### src/rtl/memory_if.sv
// Shared payload types and the valid/ready stream interface for the memory stage.
//   memory_pkg : op_t, mm_t (execute -> memory beat), wb_t (memory -> writeback beat)
//   axis       : tvalid/tready/tdata stream; master drives tvalid+tdata, slave drives tready
package memory_pkg;
  typedef enum logic [2:0] {
    OP_NOP,
    OP_ALU,
    OP_LOAD,
    OP_STORE,
    OP_BRANCH,
    OP_JUMP
  } op_t;

  typedef struct packed {
    op_t        op;
    logic [2:0] br;     // funct3: access width for LOAD/STORE
  } mm_ctrl_t;

  typedef struct packed {
    logic [4:0]  rd;
    logic [31:0] alu;   // effective address or ALU result
    logic [31:0] rs2;   // store data
  } mm_data_t;

  typedef struct packed {
    mm_ctrl_t ctrl;
    mm_data_t data;
  } mm_t;

  typedef struct packed {
    op_t op;
  } wb_ctrl_t;

  typedef struct packed {
    logic [4:0]  rd;
    logic [31:0] rd_data;
  } wb_data_t;

  typedef struct packed {
    wb_ctrl_t ctrl;
    wb_data_t data;
  } wb_t;
endpackage

interface axis #(
  parameter int unsigned WIDTH = 32
);
  logic             tvalid;
  logic             tready;
  logic [WIDTH-1:0] tdata;

  modport master (output tvalid, output tdata, input tready);
  modport slave  (input tvalid, input tdata, output tready);
endinterface

### src/rtl/memory.sv
// Memory pipeline stage.
// Accepts mm_t beats from execute, performs data-memory loads/stores over a
// req/ack bus (byte-lane alignment, store strobes, load sign/zero extension)
// and emits a registered wb_t beat to writeback. Non-memory beats pass through.
// Ports:
//   aclk, aresetn      clock, asynchronous active-low reset
//   source (slave)     mm_t beats from execute
//   sink (master)      wb_t beats to writeback
//   bypass             current sink rd_data for forwarding
//   fault              one-cycle pulse: misaligned, illegal width or timed-out access
//   dmem_*             data memory request bus; dmem_ack/dmem_rdata from memory
module memory
  import memory_pkg::*;
#(
  parameter int unsigned TIMEOUT = 255
) (
  input  logic        aclk,
  input  logic        aresetn,
  axis.slave          source,
  axis.master         sink,
  output logic [31:0] bypass,
  output logic        fault,
  output logic        dmem_req,
  output logic        dmem_we,
  output logic [31:0] dmem_addr,
  output logic [3:0]  dmem_wstrb,
  output logic [31:0] dmem_wdata,
  input  logic        dmem_ack,
  input  logic [31:0] dmem_rdata
);

  typedef enum logic {S_IDLE, S_ACCESS} state_t;

  localparam int unsigned CW = (TIMEOUT > 1) ? $clog2(TIMEOUT + 1) : 1;

  state_t        state;
  logic [CW-1:0] tcnt;
  wb_t           out_beat;
  logic          out_valid;
  mm_t           in_beat;
  logic          ready;
  logic          accept;

  // Context of the in-flight access, needed to shape the load result.
  op_t           acc_op;
  logic [2:0]    acc_f3;
  logic [4:0]    acc_rd;
  logic [1:0]    acc_lane;

  // Decode of the incoming beat
  logic          is_load;
  logic          is_store;
  logic          width_ok;
  logic          misaligned;
  logic [3:0]    st_strb;
  logic [31:0]   st_data;
  logic [31:0]   ld_data;

  assign in_beat       = source.tdata;
  assign ready         = (state == S_IDLE) && (!out_valid || sink.tready);
  assign source.tready = ready;
  assign accept        = source.tvalid && ready;
  assign sink.tvalid   = out_valid;
  assign sink.tdata    = out_beat;
  assign bypass        = out_beat.data.rd_data;

  always_comb begin
    is_load    = (in_beat.ctrl.op == OP_LOAD);
    is_store   = (in_beat.ctrl.op == OP_STORE);
    width_ok   = 1'b0;
    misaligned = 1'b0;
    st_strb    = 4'b1111;
    st_data    = in_beat.data.rs2;
    if (is_load) begin
      width_ok = in_beat.ctrl.br inside {3'b000, 3'b001, 3'b010, 3'b100, 3'b101};
    end else if (is_store) begin
      width_ok = in_beat.ctrl.br inside {3'b000, 3'b001, 3'b010};
    end
    case (in_beat.ctrl.br[1:0])
      2'b00: begin
        st_strb = 4'b0001 << in_beat.data.alu[1:0];
        st_data = {4{in_beat.data.rs2[7:0]}};
      end
      2'b01: begin
        misaligned = in_beat.data.alu[0];
        st_strb    = 4'b0011 << {in_beat.data.alu[1], 1'b0};
        st_data    = {2{in_beat.data.rs2[15:0]}};
      end
      2'b10: begin
        misaligned = (in_beat.data.alu[1:0] != 2'b00);
      end
      default: begin
        misaligned = 1'b0;
      end
    endcase
  end

  // Load extraction from the returned word; funct3[2] selects zero extension.
  always_comb begin
    logic [7:0]  lb;
    logic [15:0] lh;
    lb = 8'(dmem_rdata >> {acc_lane, 3'b000});
    lh = 16'(dmem_rdata >> {acc_lane[1], 4'b0000});
    case (acc_f3)
      3'b000:  ld_data = {{24{lb[7]}}, lb};
      3'b100:  ld_data = {24'h0, lb};
      3'b001:  ld_data = {{16{lh[15]}}, lh};
      3'b101:  ld_data = {16'h0, lh};
      default: ld_data = dmem_rdata;
    endcase
  end

  always_ff @(posedge aclk or negedge aresetn) begin
    if (!aresetn) begin
      state      <= S_IDLE;
      tcnt       <= '0;
      out_valid  <= 1'b0;
      out_beat   <= '0;
      fault      <= 1'b0;
      dmem_req   <= 1'b0;
      dmem_we    <= 1'b0;
      dmem_addr  <= '0;
      dmem_wstrb <= '0;
      dmem_wdata <= '0;
      acc_op     <= OP_NOP;
      acc_f3     <= '0;
      acc_rd     <= '0;
      acc_lane   <= '0;
    end else begin
      fault <= 1'b0;
      // Drain first; a load below in the same cycle overrides this.
      if (sink.tready) begin
        out_valid <= 1'b0;
      end
      case (state)
        S_IDLE: begin
          if (accept) begin
            if (!(is_load || is_store)) begin
              out_valid             <= 1'b1;
              out_beat.ctrl.op      <= in_beat.ctrl.op;
              out_beat.data.rd      <= in_beat.data.rd;
              out_beat.data.rd_data <= in_beat.data.alu;
            end else if (!width_ok || misaligned) begin
              fault                 <= 1'b1;
              out_valid             <= 1'b1;
              out_beat.ctrl.op      <= in_beat.ctrl.op;
              out_beat.data.rd      <= '0;
              out_beat.data.rd_data <= '0;
            end else begin
              state      <= S_ACCESS;
              tcnt       <= '0;
              dmem_req   <= 1'b1;
              dmem_we    <= is_store;
              dmem_addr  <= {in_beat.data.alu[31:2], 2'b00};
              dmem_wstrb <= is_store ? st_strb : 4'b0000;
              dmem_wdata <= st_data;
              acc_op     <= in_beat.ctrl.op;
              acc_f3     <= in_beat.ctrl.br;
              acc_rd     <= in_beat.data.rd;
              acc_lane   <= in_beat.data.alu[1:0];
            end
          end
        end
        S_ACCESS: begin
          // Ack is checked before the limit so a same-cycle ack completes normally.
          if (dmem_ack) begin
            state                 <= S_IDLE;
            dmem_req              <= 1'b0;
            dmem_we               <= 1'b0;
            dmem_wstrb            <= '0;
            out_valid             <= 1'b1;
            out_beat.ctrl.op      <= acc_op;
            out_beat.data.rd      <= (acc_op == OP_STORE) ? 5'd0 : acc_rd;
            out_beat.data.rd_data <= (acc_op == OP_STORE) ? 32'd0 : ld_data;
          end else if ((TIMEOUT != 0) && (tcnt == CW'(TIMEOUT - 1))) begin
            state                 <= S_IDLE;
            dmem_req              <= 1'b0;
            dmem_we               <= 1'b0;
            dmem_wstrb            <= '0;
            fault                 <= 1'b1;
            out_valid             <= 1'b1;
            out_beat.ctrl.op      <= acc_op;
            out_beat.data.rd      <= '0;
            out_beat.data.rd_data <= '0;
          end else begin
            tcnt <= tcnt + CW'(1);
          end
        end
        default: state <= S_IDLE;
      endcase
    end
  end

endmodule

### src/flat_wrapper.sv
// flat-port wrapper written by rule: the top's interface ports become plain ports
module memory_flat import memory_pkg::*;
#(
  parameter int unsigned TIMEOUT = 255
)
  (aclk, aresetn, bypass, fault, dmem_req, dmem_we, dmem_addr, dmem_wstrb, dmem_wdata, dmem_ack, dmem_rdata, source_tvalid, source_tdata, source_tready, sink_tvalid, sink_tdata, sink_tready);
  axis #(.WIDTH($bits(mm_t))) source_i ();
  axis #(.WIDTH($bits(wb_t))) sink_i ();
  input  logic aclk;
  input  logic aresetn;
  output logic [31:0] bypass;
  output logic fault;
  output logic dmem_req;
  output logic dmem_we;
  output logic [31:0] dmem_addr;
  output logic [3:0] dmem_wstrb;
  output logic [31:0] dmem_wdata;
  input  logic dmem_ack;
  input  logic [31:0] dmem_rdata;
  input wire logic [$bits(source_i.tvalid)-1:0] source_tvalid;
  input wire logic [$bits(source_i.tdata)-1:0] source_tdata;
  output wire logic [$bits(source_i.tready)-1:0] source_tready;
  output wire logic [$bits(sink_i.tvalid)-1:0] sink_tvalid;
  output wire logic [$bits(sink_i.tdata)-1:0] sink_tdata;
  input wire logic [$bits(sink_i.tready)-1:0] sink_tready;
  assign source_i.tvalid = source_tvalid;
  assign source_i.tdata = source_tdata;
  assign source_tready = source_i.tready;
  assign sink_tvalid = sink_i.tvalid;
  assign sink_tdata = sink_i.tdata;
  assign sink_i.tready = sink_tready;
  memory #(.TIMEOUT(TIMEOUT)) u_core (.aclk(aclk), .aresetn(aresetn), .source(source_i), .sink(sink_i), .bypass(bypass), .fault(fault), .dmem_req(dmem_req), .dmem_we(dmem_we), .dmem_addr(dmem_addr), .dmem_wstrb(dmem_wstrb), .dmem_wdata(dmem_wdata), .dmem_ack(dmem_ack), .dmem_rdata(dmem_rdata));
endmodule
### config.mk
export PLATFORM = sky130hd
export DESIGN_NAME = memory_flat
export DESIGN_NICKNAME = d
export VERILOG_FILES = /design/src/rtl/memory_if.sv /design/src/rtl/memory.sv /design/src/flat_wrapper.sv
export SDC_FILE = /design/constraint.sdc
export NUM_CORES = 1
export LEC_CHECK = 0
export ABC_AREA = 1
export ABC_CLOCK_PERIOD_IN_PS = 1700
export CORE_MARGIN = 2
export CORE_UTILIZATION = 47
export DETAILED_ROUTE_END_ITERATION = 16
export DONT_BUFFER_PORTS = 1
export PLACE_DENSITY = 0.69
export SLEW_MARGIN = 20
export SYNTH_ARGS = -nofsm -noshare
export SYNTH_HDL_FRONTEND = slang
export SYNTH_SLANG_ARGS = --single-unit
### constraint.sdc
create_clock -name aclk -period 1.7 [get_ports aclk]
set_input_delay 0.34 -clock aclk [delete_from_list [all_inputs] [get_ports aclk]]
set_output_delay 0.34 -clock aclk [all_outputs]
set_load 0.02 [all_outputs]
* Yosys cells after proc, flatten, opt, wreduce, memory -nomap -nowiden
Index checks and enable logic that the tools add are counted.
** Operators by class
- Add/subtract/negate cells :: 1
- Equal/unequal tests :: 20
- Shift-type cells :: 4
- Multiplexer cells :: 56
- Bitwise logic cells :: 2
- Reduce and logical (&&, ||, !) cells :: 17
** Operators by type and width (count)
- 2-to-1 mux 40 bit :: 5
- case mux 32 bit (4 select lines) :: 1
- case mux 40 bit (2 select lines) :: 1
- case mux 32 bit (2 select lines) :: 1
- 2-to-1 mux 8 bit :: 5
- 2-to-1 mux 32 bit :: 1
- >> shifter 32 x 5 -> 16 bit :: 1
- >> shifter 32 x 5 -> 8 bit :: 1
- 2-to-1 mux 1 bit :: 26
- 2-to-1 mux 4 bit :: 6
- case mux 4 bit (2 select lines) :: 2
- case mux 8 bit (2 select lines) :: 1
- equality test 3 x 2 -> 1 bit, second input constant :: 4
- equality test 3 bit, second input constant :: 4
- case mux 1 bit (2 select lines) :: 6
- adder 8 x 1 -> 8 bit, second input constant :: 1
- equality test 8 bit, second input constant :: 1
- != test 2 bit, second input constant :: 4
- AND reduction 4 bit :: 2
- equality test 3 x 1 -> 1 bit, second input constant :: 2
- zero test 3 bit :: 2
- != test 3 bit, second input constant :: 2
- 2-to-1 mux 5 bit :: 1
- AND reduction 5 bit :: 1
- other kinds (14) :: 19
** Word-level totals
- Register bits :: 132
- Bits of input ports :: 112
- Output and inout port bits :: 145
- Logic and storage cells :: 116

* Longest topological paths before layout
- Depth after elaboration :: 10
- Gate-level depth with buffers :: 12
- Gate-level depth less buffers :: 11

* Worst setup path after synthesis
OpenSTA, ideal clock, no wires.
- Path kind :: in2reg
- Start :: in source_tdata[70]
- End :: reg u_core.dmem_wdata[11]
- Library setup time :: 131 ps
- Data arrival time :: 1538 ps
- Data required time :: 1569 ps
- Setup slack :: 31 ps
- Stages :: 11
- Path buffers :: 2
- Cell sequence :: inv_1 > ha_1 > nor2_4 > inv_2 > nand3_1 > nand2_1 > nand4_2 > buf_6 > buf_6 > nand2_1 > o21ai_0
** On the way
- Cells in the longest elaborated chain, start to end :: 8
- Elaborated cells on any way between the ends :: 18
- Classes of those cells :: 6 x eq/ne; 4 x mux; 1 x bitwise; 7 x reduce/logical
** Ends and longest elaborated chain
- start: declaration :: line flat_wrapper.sv:21 : input wire logic [$bits(source_i.tdata)-1:0] source_tdata;
- equality test 3 x 1 -> 1 bit (tied with other cells) :: line memory.sv:75, memory.sv:77
- nonzero test 3 bit :: line memory.sv:77 : width_ok = in_beat.ctrl.br inside {3'b000, 3'b001, 3'b010};
- 2-to-1 mux 1 bit :: line memory.sv:76 : end else if (is_store) begin
- 2-to-1 mux 1 bit :: line memory.sv:74 : if (is_load) begin
- zero test 1 bit :: line memory.sv:143 : end else if (!width_ok || misaligned) begin
- logical OR 1 bit :: line memory.sv:143
- inverter 1 bit (no source line)
- AND reduction 4 bit (no source line)
- end signal: assignment :: line memory.sv:156 : dmem_wdata <= st_data;
- end: declaration :: line memory.sv:27 : output logic [31:0] dmem_wdata,
Several ways; a longest one is shown, not always the timed one.
A chain may end at the register's enable or synchronous reset.

* Worst setup path in the final report
- Start :: reg u_core.tcnt[0]
- End :: reg u_core.out_beat (netlist bit u_core.sink.tdata[39])
** On the way
- Cells in the longest elaborated chain, start to end :: 3
** Ends and longest elaborated chain
- start: declaration :: line memory.sv:37 : logic [CW-1:0] tcnt;
- start signal: assignment :: line memory.sv:186 : tcnt <= tcnt + CW'(1);
- equality test 8 bit :: line memory.sv:175 : end else if ((TIMEOUT != 0) && (tcnt == CW'(TIMEOUT - 1))) begin
- != test 3 bit (no source line)
- AND reduction 3 bit (no source line)
- end: declaration :: line memory.sv:38 : wb_t out_beat;
Every way passes these cells.

==> results.sh <==
export IMPL_floorplan_die_area_um2=16000
export IMPL_cap_violations=0
export IMPL_place_congestion=0.887
export IMPL_root_buffer="clkbuf_16"
export IMPL_synthCells=947
export IMPL_cts_sink_count=132
export IMPL_fin_crit_ns=1.59
export IMPL_clkTransAtPathRegs_ns=0.06
export IMPL_tns_ns=0
export IMPL_violations="negative hold slack"
export IMPL_setup_violations=0
export IMPL_fin_crit_sh=0.937
export IMPL_holdWs_ns=-0.384
export IMPL_syn_to_final_growth_pct=10.4
export IMPL_num_nets_final=1048
export IMPL_synth_top_flop_cell="dfrtp_1"
export IMPL_syn_cell_area_um2=7040
export IMPL_worstPathMaxFanout=28
export IMPL_die_y_um=126
export IMPL_cts_made_buffers=17
export IMPL_max_stage_delay_ns=0.37
export IMPL_io_buffer_count=0
export IMPL_status="complete, but fails checks"
export IMPL_register_area_um2=3300
export IMPL_synth_area_leaders="dfrtp_1 (47%), nand2_1 (20%), o21ai_0 (7.6%)"
export IMPL_worstSetupStartpointType="register"
export IMPL_hp_class="in2async"
export IMPL_synth_common_cells="nand2_1 (371), dfrtp_1 (132), o21ai_0 (107)"
export IMPL_cp_top_family="simple AND/OR/NAND/NOR gates"
export IMPL_regToRegEndpoint="u_core.sink.tdata[39]"
export IMPL_ys_ff_latch=132
export IMPL_avgRoutedWirePerCell_um=17.0
export IMPL_ys_types=39
export IMPL_worstSetupPathType="reg2reg"
export IMPL_worstPathArrival_ns=1.89
export IMPL_yosysWarnings=0
export IMPL_grt_pass1_wl_um=30600
export IMPL_path_cells="inv_1, ha_1, and3_1, nand2_2, a21oi_4, nand2_4, buf_12, nand2_1, o21ai_0"
export IMPL_dpl_hpwl_um=14000
export IMPL_finClkSkew_ns=0.00867
export IMPL_num_fill_cells=1427
export IMPL_fin_ws_ns=0.107
export IMPL_fmax_ghz=0.628
export IMPL_gr_total_overflow=0
export IMPL_netlist_area_leader_share=0.469
export IMPL_ant_nets=0
export IMPL_cts_max_level=4
export IMPL_cpMaxStageDelayCell="dfrtp_1"
export IMPL_reg2regPathDepth=9
export IMPL_clk_latency_ns=0.42
export IMPL_ys_seq_area_frac=0.469
export IMPL_async_flop_share=1.00
export IMPL_drtPass1Iterations=5
export IMPL_leakagePower_nw=4.14
export IMPL_pre_cts_slack_ns=-0.137
export IMPL_grtUsageTotal=0.243
export IMPL_die_x_um=126
export IMPL_rows=44
export IMPL_grt_max_degree=133
export IMPL_multiInputGateArea_um2=2900
export IMPL_avgSynthCellArea_um2=7.44
export IMPL_drc=0
export IMPL_crit_path_end_kind="register"
export IMPL_pin_count=257
export IMPL_rsz0062_at_grt="yes"
export IMPL_fp_coreArea_um2=14600
export IMPL_vias=5839
export IMPL_wl_um=19200
export IMPL_vias_per_cell=5.17
export IMPL_hold_viol_final=132
export IMPL_worst_ep_required_time_ns=2.00
export IMPL_path_buf_inv=2
export IMPL_grt_pass1_vias=5611
export IMPL_r2r_start="u_core.tcnt[0]"
export IMPL_antenna_found_initial=1
export IMPL_irDropWorstVdd_v=0.000768
export IMPL_drt_iter0_drc=539
export IMPL_synth_enable_flop_cells=0
export IMPL_drive_gt1_frac=0.104
export IMPL_yosys_area_top_type="dfrtp_1"
export IMPL_initial_core_util=0.483
export IMPL_slew_violations=0
export IMPL_cts_tree="built"
export IMPL_ff2ff_setup_slack_ns=0.11
export IMPL_synth_most_common_cell="nand2_1"
export IMPL_clock_path_buffers=2
export IMPL_power_density_nw_per_um2=1450
export IMPL_finish_utilization=0.533
==> how the worst max path moves through the flow <==
stage	from	endpoint	slack (ns)	cells after the start
5_1_grt	u_core.tcnt[0]	u_core.bypass[1]	-0.002	9
6_report	u_core.tcnt[0]	u_core.sink.tdata[39]	0.11	9
2_1_floorplan	source_tdata[70]	u_core.dmem_wdata[11]	0.03	11
3_3_place_gp	source_tdata[69]	u_core.bypass[31]	-0.08	11
3_5_place_dp	source_tdata[70]	u_core.dmem_addr[12]	-0.14	8
4_1_cts	u_core.state	source_tready	0.01	2
==> logic make-up after synthesis <==
| kind of cell | after synthesis | synth area share |
|---|---|---|
| and+or+nand+nor | 462 | 0.264 |
| AOI/OAI and AO/OA | 172 | 0.127 |
| buffers and inverters | 170 | 0.125 |
| DFF | 132 | 0.469 |
| xor gates and xnor gates | 5 | 0.00622 |
| adders and majority gates | 5 | 0.00888 |
| other | 1 | 0.000532 |
==> state kept, by name (all words and copies together) (netlist names), 2 cells and up <==
signal	flops
u_core.dmem_wstrb	4
u_core.acc_lane	2
u_core.acc_rd	5
u_core.acc_f3	3
u_core.sink.tdata	8
u_core.dmem_wdata	32
u_core.dmem_addr	30
u_core.acc_op	3
u_core.tcnt	8
u_core.bypass	32
==> report_power, final <==
| part | leakage, nW | total [mW] | internal (mW) | switching [mW] |
|---|---|---|---|---|
| Sequential | 1.69 | 5.63 | 3.91 | 1.71 |
| Combinational | 2.17 | 2.06 | 0.806 | 1.25 |
| Clock | 0.276 | 3.61 | 2.16 | 1.44 |
| Total | 4.14 | 11.3 | 6.88 | 4.41 |
==> cell usage in the layout, fill, tap and decap left out, types with 3 or more instances in the layout <==
| cell | instances |
|---|---|
| clkinv_4 | 4 |
| nor2_2 | 4 |
| clkbuf_16 | 17 |
| a21oi_1 | 44 |
| clkinv_2 | 3 |
| buf_12 | 7 |
| nor2_1 | 37 |
| o22ai_1 | 3 |
| clkinvlp_4 | 5 |
| nand2_1 | 369 |
| nand3_1 | 29 |
| inv_2 | 4 |
| nand2_2 | 5 |
| o21ai_0 | 107 |
| nor3_1 | 5 |
| nand3b_1 | 4 |
| dfrtp_1 | 132 |
| ha_1 | 5 |
| o21ai_1 | 10 |
| buf_4 | 32 |
| xor2_1 | 4 |
| inv_1 | 88 |
==> through the flow <==
stage                     cell area [µm²]  cells  power, mW  hold slack [ns]
after floorplan                      7050    948       7.20           0.0444
after global placement               7130   1093       7.59           0.0491
after detailed placement             7130   1093       7.66           0.0491
after CTS                            7710   1125       11.3           -0.402
after global routing                 7770   1129       11.9           -0.405
final                                7770   1129       11.3           -0.384
==> metal layers <==
layer,global-route usage,part of all wire,vias up,routed length [µm]
li1,-,-,2900,-
met1,0.320,0.42,2659,8050
met2,0.384,0.47,254,9000
met3,0.0818,0.093,26,1790
met4,0.0692,0.017,0,334
met5,0,0,-,0
==> repair_timing <==
action,4_1_cts,5_1_grt
setup endpoints to repair,3,57
gates cloned,0,0
buffers inserted,0,3
resized for setup,1,10
hold endpoints to repair,132,132
==> layout make-up <==
class,count,share of cell area
Clock buffer,17,0.0547
Antenna cell,1,0.000322
Inverter,94,0.0475
Clock inverter,15,0.0203
Tap cell,184,0.0296
Timing Repair Buffer,40,0.0504
Sequential cell,132,0.425
Multi-Input combinational cell,646,0.372
Note: power is estimated with default switching activity, not from simulation.
